==> src/rtl/memory_pkg.sv <==
// Shared definitions for the Beta memory-access stage: opcodes used by the
// stage, the canonical NOP instruction and the memory-stage state encoding.
package memory_pkg;

    localparam logic [5:0] OPCODE_ADD = 6'h20;
    localparam logic [5:0] OPCODE_LD  = 6'h18;
    localparam logic [5:0] OPCODE_ST  = 6'h19;
    localparam logic [5:0] OPCODE_LDR = 6'h1F;

    // ADD R31, R31, R31: writes nothing, used as the pipeline bubble
    localparam logic [31:0] IR_NOP = {OPCODE_ADD, 5'd31, 5'd31, 5'd31, 11'd0};

    localparam logic [0:0] MEM_IDLE = 1'b0;
    localparam logic [0:0] MEM_WAIT = 1'b1;

endpackage

==> src/rtl/memory_if.sv <==
// Data-memory request/acknowledge bus between the memory stage (master)
// and the data memory (slave).
interface memory_if #(
    parameter int AW = 32
) ();

    logic          dmem_req;
    logic          dmem_we;
    logic [AW-1:0] dmem_addr;
    logic [31:0]   dmem_wdata;
    logic [31:0]   dmem_rdata;
    logic          dmem_ack;

    modport master (
        output dmem_req,
        output dmem_we,
        output dmem_addr,
        output dmem_wdata,
        input  dmem_rdata,
        input  dmem_ack
    );

    modport slave (
        input  dmem_req,
        input  dmem_we,
        input  dmem_addr,
        input  dmem_wdata,
        output dmem_rdata,
        output dmem_ack
    );

endinterface

==> src/rtl/memory_mem_op_decode.sv <==
// Classifies an instruction opcode as a data-memory read (LD/LDR),
// a data-memory write (ST), or neither.
module memory_mem_op_decode
    import memory_pkg::*;
(
    input  logic [5:0] opcode,
    output logic       is_read,
    output logic       is_write
);

    // Pure opcode compare; every other opcode is a passthrough instruction
    always_comb begin
        is_read  = (opcode == OPCODE_LD) || (opcode == OPCODE_LDR);
        is_write = (opcode == OPCODE_ST);
    end

endmodule

==> src/rtl/memory.sv <==
// Beta memory-access stage. Issues LD/LDR/ST to data memory over a req/ack
// bus, stalls upstream while an access is outstanding, and registers the
// pc/ir/y triple toward writeback, substituting a NOP bubble while waiting.
module memory
    import memory_pkg::*;
#(
    parameter int AW    = 32,
    parameter int CNT_W = 32
) (
    input  logic             clk,
    input  logic             rst_n,
    input  logic [31:0]      pc_mem_next,
    input  logic [31:0]      ir_mem_next,
    input  logic [31:0]      y_mem_next,
    input  logic [31:0]      st_mem_next,
    output logic             stall_mem,
    memory_if.master         dmem,
    output logic [31:0]      pc_wb_next,
    output logic [31:0]      ir_wb_next,
    output logic [31:0]      y_wb_next,
    output logic [CNT_W-1:0] stall_count
);

    localparam logic [CNT_W-1:0] CNT_MAX = '1;
    localparam logic [CNT_W-1:0] CNT_ONE = {{(CNT_W-1){1'b0}}, 1'b1};

    logic [0:0]  state;
    logic [31:0] hold_pc;
    logic [31:0] hold_ir;
    logic [31:0] hold_y;
    logic [31:0] hold_st;

    logic [31:0] sel_pc;
    logic [31:0] sel_ir;
    logic [31:0] sel_y;
    logic [31:0] sel_st;
    logic        is_read;
    logic        is_write;
    logic        req;

    // While waiting the held instruction owns the bus; otherwise the live input does
    always_comb begin
        if (state == MEM_WAIT) begin
            sel_pc = hold_pc;
            sel_ir = hold_ir;
            sel_y  = hold_y;
            sel_st = hold_st;
        end else begin
            sel_pc = pc_mem_next;
            sel_ir = ir_mem_next;
            sel_y  = y_mem_next;
            sel_st = st_mem_next;
        end
    end

    memory_mem_op_decode u_decode (
        .opcode   (sel_ir[31:26]),
        .is_read  (is_read),
        .is_write (is_write)
    );

    // Request is gated by reset so an abandoned access drops in the same cycle
    always_comb begin
        req             = rst_n && (is_read || is_write);
        dmem.dmem_req   = req;
        dmem.dmem_we    = is_write;
        dmem.dmem_addr  = {sel_y[AW-1:2], 2'b00};
        dmem.dmem_wdata = sel_st;
        stall_mem       = req && !dmem.dmem_ack;
    end

    // Pipeline register, hold registers, FSM and saturating stall counter
    always_ff @(posedge clk) begin
        if (!rst_n) begin
            state       <= MEM_IDLE;
            pc_wb_next  <= 32'd0;
            ir_wb_next  <= IR_NOP;
            y_wb_next   <= 32'd0;
            stall_count <= '0;
            hold_pc     <= 32'd0;
            hold_ir     <= 32'd0;
            hold_y      <= 32'd0;
            hold_st     <= 32'd0;
        end else begin
            if (stall_mem && (stall_count != CNT_MAX)) begin
                stall_count <= stall_count + CNT_ONE;
            end
            if (!req) begin
                pc_wb_next <= pc_mem_next;
                ir_wb_next <= ir_mem_next;
                y_wb_next  <= y_mem_next;
                state      <= MEM_IDLE;
            end else if (dmem.dmem_ack) begin
                pc_wb_next <= sel_pc;
                ir_wb_next <= sel_ir;
                y_wb_next  <= is_read ? dmem.dmem_rdata : sel_y;
                state      <= MEM_IDLE;
            end else begin
                pc_wb_next <= 32'd0;
                ir_wb_next <= IR_NOP;
                y_wb_next  <= 32'd0;
                hold_pc    <= sel_pc;
                hold_ir    <= sel_ir;
                hold_y     <= sel_y;
                hold_st    <= sel_st;
                state      <= MEM_WAIT;
            end
        end
    end

endmodule

==> src/flat_wrapper.sv <==
// flat-port wrapper written by rule: the top's interface ports become plain ports
module memory_flat import memory_pkg::*;
#(
    parameter int AW    = 32,
    parameter int CNT_W = 32
)
  (clk, rst_n, pc_mem_next, ir_mem_next, y_mem_next, st_mem_next, stall_mem, pc_wb_next, ir_wb_next, y_wb_next, stall_count, dmem_dmem_req, dmem_dmem_we, dmem_dmem_addr, dmem_dmem_wdata, dmem_dmem_rdata, dmem_dmem_ack);
  memory_if #(.AW(AW)) dmem_i ();
  input  logic clk;
  input  logic rst_n;
  input  logic [31:0] pc_mem_next;
  input  logic [31:0] ir_mem_next;
  input  logic [31:0] y_mem_next;
  input  logic [31:0] st_mem_next;
  output logic stall_mem;
  output logic [31:0] pc_wb_next;
  output logic [31:0] ir_wb_next;
  output logic [31:0] y_wb_next;
  output logic [CNT_W-1:0] stall_count;
  output wire logic [$bits(dmem_i.dmem_req)-1:0] dmem_dmem_req;
  output wire logic [$bits(dmem_i.dmem_we)-1:0] dmem_dmem_we;
  output wire logic [$bits(dmem_i.dmem_addr)-1:0] dmem_dmem_addr;
  output wire logic [$bits(dmem_i.dmem_wdata)-1:0] dmem_dmem_wdata;
  input wire logic [$bits(dmem_i.dmem_rdata)-1:0] dmem_dmem_rdata;
  input wire logic [$bits(dmem_i.dmem_ack)-1:0] dmem_dmem_ack;
  assign dmem_dmem_req = dmem_i.dmem_req;
  assign dmem_dmem_we = dmem_i.dmem_we;
  assign dmem_dmem_addr = dmem_i.dmem_addr;
  assign dmem_dmem_wdata = dmem_i.dmem_wdata;
  assign dmem_i.dmem_rdata = dmem_dmem_rdata;
  assign dmem_i.dmem_ack = dmem_dmem_ack;
  memory #(.AW(AW), .CNT_W(CNT_W)) u_core (.clk(clk), .rst_n(rst_n), .pc_mem_next(pc_mem_next), .ir_mem_next(ir_mem_next), .y_mem_next(y_mem_next), .st_mem_next(st_mem_next), .stall_mem(stall_mem), .dmem(dmem_i), .pc_wb_next(pc_wb_next), .ir_wb_next(ir_wb_next), .y_wb_next(y_wb_next), .stall_count(stall_count));
endmodule
==> config.mk <==
export PLATFORM = sky130hd
export DESIGN_NAME = memory_flat
export DESIGN_NICKNAME = d
export VERILOG_FILES = /design/src/rtl/memory_pkg.sv /design/src/rtl/memory_if.sv /design/src/rtl/memory_mem_op_decode.sv /design/src/rtl/memory.sv /design/src/flat_wrapper.sv
export SDC_FILE = /design/constraint.sdc
export NUM_CORES = 1
export LEC_CHECK = 0
export CAP_MARGIN = 20
export CORE_MARGIN = 8
export CORE_UTILIZATION = 27
export DETAILED_ROUTE_END_ITERATION = 8
export DONT_BUFFER_PORTS = 1
export PLACE_DENSITY = 0.39
export SLEW_MARGIN = 20
export SYNTH_ARGS = -nofsm -noshare
export SYNTH_HDL_FRONTEND = slang
export SYNTH_HIERARCHICAL = 1
export SYNTH_SLANG_ARGS = --single-unit
==> constraint.sdc <==
create_clock -name clk -period 8.4 [get_ports clk]
set_input_delay 0.84 -clock clk [delete_from_list [all_inputs] [get_ports clk]]
set_output_delay 0.84 -clock clk [all_outputs]
set_load 0.01 [all_outputs]
==> metrics.cfg <==
[grt]
grt_max_degree = 78
grt_util_all_layers_pct = 14.4
first_global_vias = 7696
antenna_found_initial = 2
use_met1_pct = 18.1
overflow = 0
use_met3_pct = 5.80
met2_usage_pct = 22.3
busiest_layer = met2
grt_pass1_wl_um = 50200

[timing]
rsz0062_at_grt = no
setup_viol = 0
hold_viol = 0
fmax_mhz = 188
fin_tns_setup_ps = 0
hold_slack_ps = 423
slew_viol_final = 0
worst_pin_slew_ps = 1010
worst_slack_ps = 3070
period_share_pct = 63.4
finClkSkew_ps = 18.5
fin_crit_ps = 5330
slew_headroom_pct = 32.6

[drt]
viasPerCell = 4.95
firstDrtPassIters = 4
wl_um = 34000
ant_nets = 0
wl_per_cell_um = 20.9
drt_iter0_drc = 432
vias = 8031
drcViolationCount = 0

[placement]
dp_slack_ps = 3140
hpwl_um = 22800
dp_cells = 1564
dpl_cell_area_mm2 = 0.0106
gp_congestion = 0.705
port_buffers = 0

[clocking]
cts_hold_buf = 0
ctsResizeCount = 0
cts_tree = yes
clk_pin_slew_ps = 60
clock_latency_ps = 530
clk_path_buf_depth = 3
cts_max_level = 2
cts_inserted_buffers = 34
clock-sinks = 257
cts_setup_buffers = 0
root_buffer = clkbuf_16

[cells_and_area]
drive_gt1_share_pct = 10.2
fillerInstances = 3988
antenna_cells = 0
fin_area_mm2 = 0.0117
layout.cells.non_filler = 1624
area_growth_pct = 13.0
final_nets = 1253

[setup_path]
crit_arrival_ps = 4490
critPathKind = register to output pin
cp_slowest_stage_delay_ps = 960
path_cells = mux2_2 > or3_1 > a21oi_4 > buf_4 > o21ai_2 > or2_4 > clkinv_2
path_max_fanout = 77
critPathRequiredTime_ps = 7560
start_kind = register
cp-end-kind = output pin
cpMaxStageDelayCell = dfxtp_4

[synthesis]
synth_edf_count = 0
synthFlopType = dfxtp_1
syn_area_per_cell_um2 = 8.93
synth_seq_cells = 257
async_flop_share_pct = 0
syn_area_mm2 = 0.0103
yosysWarnings = 6
synth.distinct_cells = 47
syn_inst = 1159
synth.yosys.seq_area_share_pct = 49.7

[floorplanning]
fp.dieW_um = 212
ios = 358
core_mm2 = 0.0377
dieArea_mm2 = 0.0448
fp.dieH_um = 212
rows = 71
initial_utilization_pct = 27.5

[power_and_ir_drop]
combPwrFrac_pct = 4.2
power.density_mw_per_mm2 = 242
ir_drop_v = 0.000103
switching_share_pct = 23.6
switching_power_mw = 0.668
p_int_mw = 2.16
p_clk_share_pct = 50.1
pwr-share-seq_pct = 45.7
p_leak_nw = 4.39

[worst_hold_path]
hold_path_class = input pin to register

[run_status]
status = complete, no violations

[run]
maxCapViolCount = 0

-- metal layers --
| layer | up-vias | wire (µm) |
|---|---|---|
| met4 | 2 | 809 |
| met5 | - | 13 |
| met1 | 3769 | 14700 |
| li1 | 3927 | - |
| met3 | 52 | 3050 |
| met2 | 281 | 15400 |
-- cell usage in the layout, fill, tap and decap left out, types with 3 or more instances in the layout --
cell,netlist,routed
o22ai_1,17,16
or3_1,11,11
buf_4,33,9
or4_1,15,15
nand3b_1,3,3
and3_1,6,6
and4_1,5,5
clkbuf_16,0,35
nand3_1,57,57
clkbuf_1,70,7
nor3_1,4,4
inv_1,39,38
dfxtp_1,257,256
a211oi_1,21,21
a21oi_1,88,87
nand2b_1,16,16
nand4_1,11,11
clkinv_2,0,8
o21ai_0,55,55
and2_1,4,4
clkbuf_8,0,7
mux2i_1,38,38
nor2_1,85,82
o31ai_1,15,15
nand2_1,148,148
a22o_1,88,88
nor2_4,0,3
mux2_2,35,35
-- power by group through the flow --
| stage | logic [mW] | clock network [mW] | registers (mW) |
|---|---|---|---|
| after global routing | 0.135 | 1.54 | 1.30 |
| after global placement | 0.122 | 0 | 1.32 |
| after CTS | 0.123 | 1.47 | 1.29 |
| after detailed placement | 0.123 | 0 | 1.32 |
| final | 0.120 | 1.42 | 1.29 |
| after floorplan | 0.113 | 0 | 1.31 |
-- worst max-delay path, delay by kind of cell, from the launching register on --
family,cells,cell delay (ps)
buf+inv,2,1180
flops,1,960
simple gates,2,960
mux,1,460
compound gates,2,300
-- state kept, by name, indices dropped and copies added (netlist names) --
name / cells
u_core/ir_wb_next: 32
u_core/hold_y: 32
u_core/hold_pc: 32
u_core/state: 1
u_core/hold_ir: 32
u_core/stall_count: 32
u_core/pc_wb_next: 32
u_core/hold_st: 32
u_core/y_wb_next: 32
-- cell usage after synthesis, drive strengths merged (2+ instances only) --
cell | instances | area (µm²)
a211oi | 21 | 158
a21oi | 88 | 440
a22o | 88 | 771
and2 | 4 | 25.0
and3 | 6 | 37.5
and4 | 5 | 43.8
buf | 47 | 304
clkbuf | 70 | 263
dfxtp | 257 | 5140
inv | 40 | 150
mux2 | 35 | 394
mux2i | 38 | 380
nand2 | 148 | 556
nand2b | 16 | 100
nand3 | 57 | 285
nand3b | 3 | 22.5
nand4 | 11 | 68.8
nor2 | 85 | 319
nor3 | 5 | 30.0
nor4 | 2 | 18.8
o211ai | 2 | 15.0
o21ai | 57 | 289
o22ai | 17 | 106
o311ai | 2 | 17.5
o31ai | 15 | 113
or2 | 2 | 15.0
or3 | 11 | 68.8
or4 | 15 | 113
xnor2 | 2 | 17.5
xor2 | 2 | 17.5
-- logic make-up (layout without fill, tap and decap cells) --
group	count (synthesis)	after routing	share of synthesized area [%]
compound gates	295	295	18.8
xor+xnor	4	4	0.339
fa+ha+maj	1	1	0.121
buf+inv	157	110	6.93
flops	257	257	49.7
mux	73	73	7.48
other cells	1	2	0.0362
simple gates	371	371	16.5
-- stage by stage --
stage / power [mW] / util [%]
global placement: 1.44 / 28.0
finish: 2.83 / 31.0
CTS: 2.89 / 31.0
floorplan: 1.42 / -
global route: 2.97 / 31.0
detailed placement: 1.44 / 28.1
-- path summary, 6_finish.rpt --
kind	endpoint	start	cells after the start	slack, ps
worst max-delay path	stall_mem	u_core/state$_SDFF_PN0_	7	3070
worst min-delay path	u_core/y_wb_next[28]$_SDFF_PN0_	y_mem_next[28]	2	420
worst max register to register	u_core/hold_ir[21]$_SDFFE_PN0P_	u_core/state$_SDFF_PN0_	11	3320
worst min register to register	u_core/hold_st[30]$_SDFFE_PN0P_	u_core/hold_st[30]$_SDFFE_PN0P_	2	450
-- final cells by class --
cell class | instances | area [µm²] | area share (%)
clock buffers | 49 | 998 | 8.54
repair buffers | 10 | 95.1 | 0.813
multi-input cells | 746 | 4560 | 39.0
clock inverters | 11 | 101 | 0.867
inverters | 40 | 151 | 1.30
flip-flops and latches | 257 | 5150 | 44.0
well taps | 511 | 639 | 5.47
Power figures use the tool's default switching activity.
